==> src/rtl/mem_dump_serializer.sv <==
// Walks an inclusive word-address range on memory port B and streams every word to the SPART, MSB first.
// Optional DUMP_HEX_ASCII_EN: each word goes out as upper-case ASCII hex followed by CR LF.
module mem_dump_serializer #(
   parameter int ADDR_W = 14,
   parameter int DATA_W = 32
) (
   input  logic              clk,
   input  logic              rst,
   input  logic              start,
   input  logic [ADDR_W-1:0] start_addr,
   input  logic [ADDR_W-1:0] stop_addr,
   output logic              busy,
   output logic              done,
   output logic              mem_enb,
   output logic [ADDR_W-1:0] mem_addrb,
   input  logic [DATA_W-1:0] mem_doutb,
   output logic [7:0]        tx_data,
   output logic              tx_wr,
   input  logic              tx_rdy
);
   localparam int BYTES = DATA_W / 8;
`ifdef DUMP_HEX_ASCII_EN
   localparam int UNITS = 2 * BYTES + 2;
   localparam int SHIFT = 4;
`else
   localparam int UNITS = BYTES;
   localparam int SHIFT = 8;
`endif
   localparam int CNT_W = $clog2(UNITS + 1);

   typedef enum logic [2:0] {S_IDLE, S_LOAD, S_WAIT, S_SEND, S_NEXT, S_DONE} state_t;

   state_t            state_reg, state_next;
   logic [ADDR_W-1:0] cur_reg, cur_next, last_reg, last_next, addrb_reg, addrb_next;
   logic [DATA_W-1:0] word_reg, word_next, avail_word;
   logic [CNT_W-1:0]  cnt_reg, cnt_next;
   logic              busy_reg, busy_next, done_reg, done_next;
   logic              enb_reg, enb_next, tx_wr_reg, tx_wr_next, fire;
   logic [7:0]        tx_data_reg, tx_data_next, unit_byte;

   // During WAIT the fresh read data is used directly so the first strobe lands in the first SEND cycle.
   assign avail_word = (state_reg == S_WAIT) ? mem_doutb : word_reg;

`ifdef DUMP_HEX_ASCII_EN
   logic [3:0] nibble;
   always_comb begin
      nibble = avail_word[DATA_W-1 -: 4];
      if (cnt_reg == CNT_W'(UNITS - 2))
         unit_byte = 8'h0D;
      else if (cnt_reg == CNT_W'(UNITS - 1))
         unit_byte = 8'h0A;
      else if (nibble < 4'd10)
         unit_byte = 8'h30 + {4'h0, nibble};
      else
         unit_byte = 8'h37 + {4'h0, nibble};
   end
`else
   assign unit_byte = avail_word[DATA_W-1 -: 8];
`endif

   always_comb begin
      state_next   = state_reg;
      cur_next     = cur_reg;
      last_next    = last_reg;
      word_next    = word_reg;
      cnt_next     = cnt_reg;
      tx_data_next = tx_data_reg;
      tx_wr_next   = 1'b0;
      addrb_next   = addrb_reg;
      fire         = 1'b0;
      case (state_reg)
         S_IDLE: begin
            if (start) begin
               cur_next   = start_addr;
               last_next  = stop_addr;
               state_next = (start_addr > stop_addr) ? S_DONE : S_LOAD;
            end
         end
         S_LOAD: begin
            cnt_next   = '0;
            state_next = S_WAIT;
         end
         S_WAIT: begin
            word_next  = mem_doutb;
            fire       = tx_rdy && !tx_wr_reg;
            state_next = S_SEND;
         end
         S_SEND: begin
            // A strobe in the previous cycle masks tx_rdy, since TBR falls one cycle late.
            fire = tx_rdy && !tx_wr_reg && (cnt_reg < CNT_W'(UNITS));
            if (cnt_reg == CNT_W'(UNITS))
               state_next = S_NEXT;
         end
         S_NEXT: begin
            if (cur_reg == last_reg) begin
               state_next = S_DONE;
            end else begin
               cur_next   = cur_reg + ADDR_W'(1);
               state_next = S_LOAD;
            end
         end
         S_DONE:  state_next = S_IDLE;
         default: state_next = S_IDLE;
      endcase

      if (fire) begin
         tx_wr_next   = 1'b1;
         tx_data_next = unit_byte;
         word_next    = avail_word << SHIFT;
         cnt_next     = cnt_reg + CNT_W'(1);
      end

      enb_next = (state_next == S_LOAD);
      if (enb_next)
         addrb_next = cur_next;
      done_next = (state_reg == S_DONE);
      busy_next = (state_next != S_IDLE) || (state_reg == S_DONE);
   end

   always_ff @(posedge clk) begin
      if (rst) begin
         state_reg   <= S_IDLE;
         cur_reg     <= '0;
         last_reg    <= '0;
         word_reg    <= '0;
         cnt_reg     <= '0;
         busy_reg    <= 1'b0;
         done_reg    <= 1'b0;
         enb_reg     <= 1'b0;
         addrb_reg   <= '0;
         tx_data_reg <= '0;
         tx_wr_reg   <= 1'b0;
      end else begin
         state_reg   <= state_next;
         cur_reg     <= cur_next;
         last_reg    <= last_next;
         word_reg    <= word_next;
         cnt_reg     <= cnt_next;
         busy_reg    <= busy_next;
         done_reg    <= done_next;
         enb_reg     <= enb_next;
         addrb_reg   <= addrb_next;
         tx_data_reg <= tx_data_next;
         tx_wr_reg   <= tx_wr_next;
      end
   end

   assign busy      = busy_reg;
   assign done      = done_reg;
   assign mem_enb   = enb_reg;
   assign mem_addrb = addrb_reg;
   assign tx_data   = tx_data_reg;
   assign tx_wr     = tx_wr_reg;
endmodule
==> config.mk <==
export PLATFORM = sky130hd
export DESIGN_NAME = mem_dump_serializer
export DESIGN_NICKNAME = d
export VERILOG_FILES = /design/src/rtl/mem_dump_serializer.sv
export SDC_FILE = /design/constraint.sdc
export NUM_CORES = 1
export LEC_CHECK = 0
export CORE_MARGIN = 5
export CORE_UTILIZATION = 53
export CTS_CLUSTER_DIAMETER = 40
export DETAILED_ROUTE_END_ITERATION = 10
export PLACE_DENSITY = 0.84
export SLEW_MARGIN = 40
export SYNTH_ARGS = -nofsm -noshare
export SYNTH_HDL_FRONTEND = slang
export SYNTH_SLANG_ARGS = --single-unit
==> constraint.sdc <==
create_clock -name clk -period 2.6 [get_ports clk]
set_input_delay 0.39 -clock clk [delete_from_list [all_inputs] [get_ports clk]]
set_output_delay 0.39 -clock clk [all_outputs]
set_load 0.05 [all_outputs]
==> flow_summary.yaml <==
final_layout:
  multi_input_area_sq_um: 2750
  area_growth_pct: 26.0
  drive_above_1_share_pct: 15.1
  stdcell_count: 724
  largest_reg_flops: 32
  num_antenna_cells: 0
  fillers: 676
  nets: 692
  regArea_sq_um: 1840
synthesis:
  netlist.area_leader.share_pct: 38.0
  postSynthAreaPerCell_sq_um: 9.33
  ys_top_cells_by_count: "dfxtp_1 (92), nand2_1 (77), a21oi_1 (51), nor2_1 (31)"
  ys_seq_elements: 92
  syn_nets: 600
  ys_seq_area_share_pct: 38.0
  yosysTopAreaCell: "dfxtp_1"
  syn_inst: 519
  synth.most_common_cell: "dfxtp_1"
  yosys-top-cells-area: "dfxtp_1 (38%), mux4_2 (10%), nand2_1 (6.0%)"
  synthesis.area_sq_um: 4840
  ys_warn_count: 0
  synthArstFlopShare_pct: 0
  synth_edf_count: 0
  yosys.cell_types.count: 67
  ys.flop_type: "dfxtp_1"
worst_setup_path:
  crit_family: "compound AO/OA/AOI/OAI gates"
  timing.rr.end: "mem_addrb[0]"
  rrSetupSlack_ns: 0.34
  crit_cells: 10
  worstPathRequired_ns: 2.85
  worst-path-max-fanout: 3
  path_cells: "clkdlybuf4s50_1 -> inv_1 -> ha_1 -> and3_1 -> o21ai_0 -> a311o_1 -> a311oi_4 -> buf_4 -> or4_1 -> o32ai_1"
  ff2ff_path_depth: 6
  r2r-start: "cur_reg[2]"
  cp-end-kind: "flop"
  cp.arrival_ns: 2.75
  cp_num_buf_inv: 3
  slowest_delay_ns: 0.48
  crit_slowest_cell: "clkdlybuf4s50_1"
  worstSetupPathType: "input port to flop"
  cp-start-kind: "input port"
sta:
  max_freq_mhz: 399
  max_slew_margin_pct: 56.1
  drv_slew: 0
  rsz0062_at_grt: "no"
  hold_violations: 0
  fin_ws_ns: 0.0966
  tightestPinTransition_ns: 0.656
  finalSetupViolations: 0
  period_needed_ns: 2.50
  fin_skew_ns: 0.0175
  fin_crit_sh_pct: 96.3
detailed_routing:
  drtPass1Iterations: 5
  vias: 4397
  drtIter0Drc: 314
  ant_nets: 0
  wl_microns: 13400
  post_drt_wl_per_cell_microns: 18.5
  viasPerCell: 6.07
  drc: 0
clock_tree:
  cts_tree: "yes"
  clkSlewWorstSetupHoldPaths_ns: 0.10
  post_cts_buffers: 0
  h-tree-depth: 3
  cts_buffers: 9
  insertion_delay_ns: 0.37
  clockBufferDepth: 2
  clockRootBuffer: "clkbuf_8"
  clock-sinks: 92
pwr:
  leakage_nw: 2.34
  max-vdd-ir-drop_mv: 0.534
  pwr_density_cell_nw_per_um2: 607
floorplanning:
  core_region_area_sq_um: 8810
  rows: 34
  die_w_microns: 106
  fp.dieH_microns: 106
  fp.dieArea_sq_um: 11200
  initial_core_util_pct: 55.0
  io_pins: 90
hold_path:
  hold_depth: 2
  hold_class: "flop to flop"
  worstHoldStart: "word_reg[2]"
  whs_endpoint: "word_reg[2]"
place:
  gp_congestion: 0.913
  dp.cells: 708
  dp_hpwl_microns: 9960
  post-place-ws_ns: -0.349
  numPortBuffers: 89
global_route:
  grt_use_total_pct: 23.6
  antenna_found_initial: 0
  grt.overflow.total: 0
  grt_pass1_vias: 4304
  grt_pass1_wl_microns: 21400
  grt_max_degree: 41
run_status:
  status: "finished, final reports clean"
job:
  drv_cap: 0
-- tightest hold or removal path: cells and delay by family (launching register included) --
kind            cells  cell delay, ns
flops               1            0.32
compound gates      1            0.06
simple gates        1            0.05
-- layer usage --
layer / GRT usage (%) / share of wire [%] / vias to the layer above
li1: - / - / 2074
met1: 30.5 / 42 / 2100
met2: 40.3 / 49 / 197
met3: 3.97 / 7.0 / 26
met4: 7.86 / 2.3 / 0
met5: 0 / 0 / -
-- cells by family after synthesis --
family,count (synthesis),share of synthesized area [%]
xor+xnor,14,2.53
fa+ha+maj,17,4.39
flops,92,38.0
mux,27,11.3
compound gates,118,17.2
simple gates,192,21.1
buf+inv,59,5.48
-- worst max-delay path by stage --
stage	from	endpoint	slack [ns]
CTS	stop_addr[4]	mem_addrb[4]	0.02
detailed placement	stop_addr[4]	mem_addrb[12]	-0.35
global route	stop_addr[3]	mem_addrb[10]	0.05
global placement	stop_addr[4]	mem_addrb[12]	-0.22
finish	stop_addr[4]	mem_addrb[10]	0.1
floorplan	stop_addr[4]	mem_addrb[0]	0.36
-- final cells by class --
| type | instances | share of cell area (%) |
|---|---|---|
| Tap cell | 108 | 2.21 |
| Clock buffer | 9 | 2.03 |
| Timing Repair Buffer | 117 | 18.2 |
| Sequential cell | 92 | 30.2 |
| Clock inverter | 7 | 0.923 |
| Inverter | 23 | 1.42 |
| Multi-Input combinational cell | 368 | 45.1 |
-- timing repair --
item	in CTS	in global routing
setup endpoints to repair	0	12
hold buffers	0	0
resized for setup	0	2
-- report_power, final --
| group | internal [mW] | switching (mW) |
|---|---|---|
| Sequential | 1.54 | 0.111 |
| Clock | 0.365 | 0.543 |
| Combinational | 0.490 | 0.653 |
| Total | 2.40 | 1.31 |
-- placed cells by master (no fill, tap or decap), types with 2 or more instances in the layout --
master           synthesis  routed
nor2b_1                  2       2
o311a_1                  3       3
a22oi_1                  3       3
a21o_1                   3       3
nand4_1                  5       5
a211oi_2                 2       2
mux4_2                  22      22
xor2_1                  14      14
nor4_2                   2       2
a21oi_1                 51      51
dfxtp_1                 92      92
and4_1                   2       2
nand3_1                  5       5
inv_6                    0       4
ha_1                    17      17
mux2i_1                  4       4
nor3_1                   9       9
clkdlybuf4s50_1          0      88
and4_4                   2       2
clkinv_2                 0       2
and3_1                   9       9
inv_1                   23      23
o21ai_0                  8       8
o32ai_1                  3       3
a31oi_1                  3       3
a211oi_1                 5       5
nor2_2                   3       2
nand2_1                 77      77
nor2_1                  31      31
nor4b_2                  3       3
o21ai_1                  2       2
or4_1                    4       4
nand3b_1                 2       2
a22o_1                   3       3
buf_4                    2      27
nor4b_1                  3       3
or3_1                    2       2
and2_1                  23      23
a311oi_1                14      14
clkbuf_8                 0       9
-- through the flow --
step                cell area [sq um]  hold slack, ns  power (mW)  utilization, %  TNS (ns)
finish                           6100           0.468        3.71            69.3         0
global route                     6100           0.488        3.87            69.3         0
CTS                              6090           0.465        3.70            69.2         0
detailed placement               5910           0.451        2.81            67.2     -4.39
global placement                 5910           0.439        2.77            67.2     -2.78
floorplan                        4840           0.433        2.42               -         0
(Power assumes the default switching activity.)
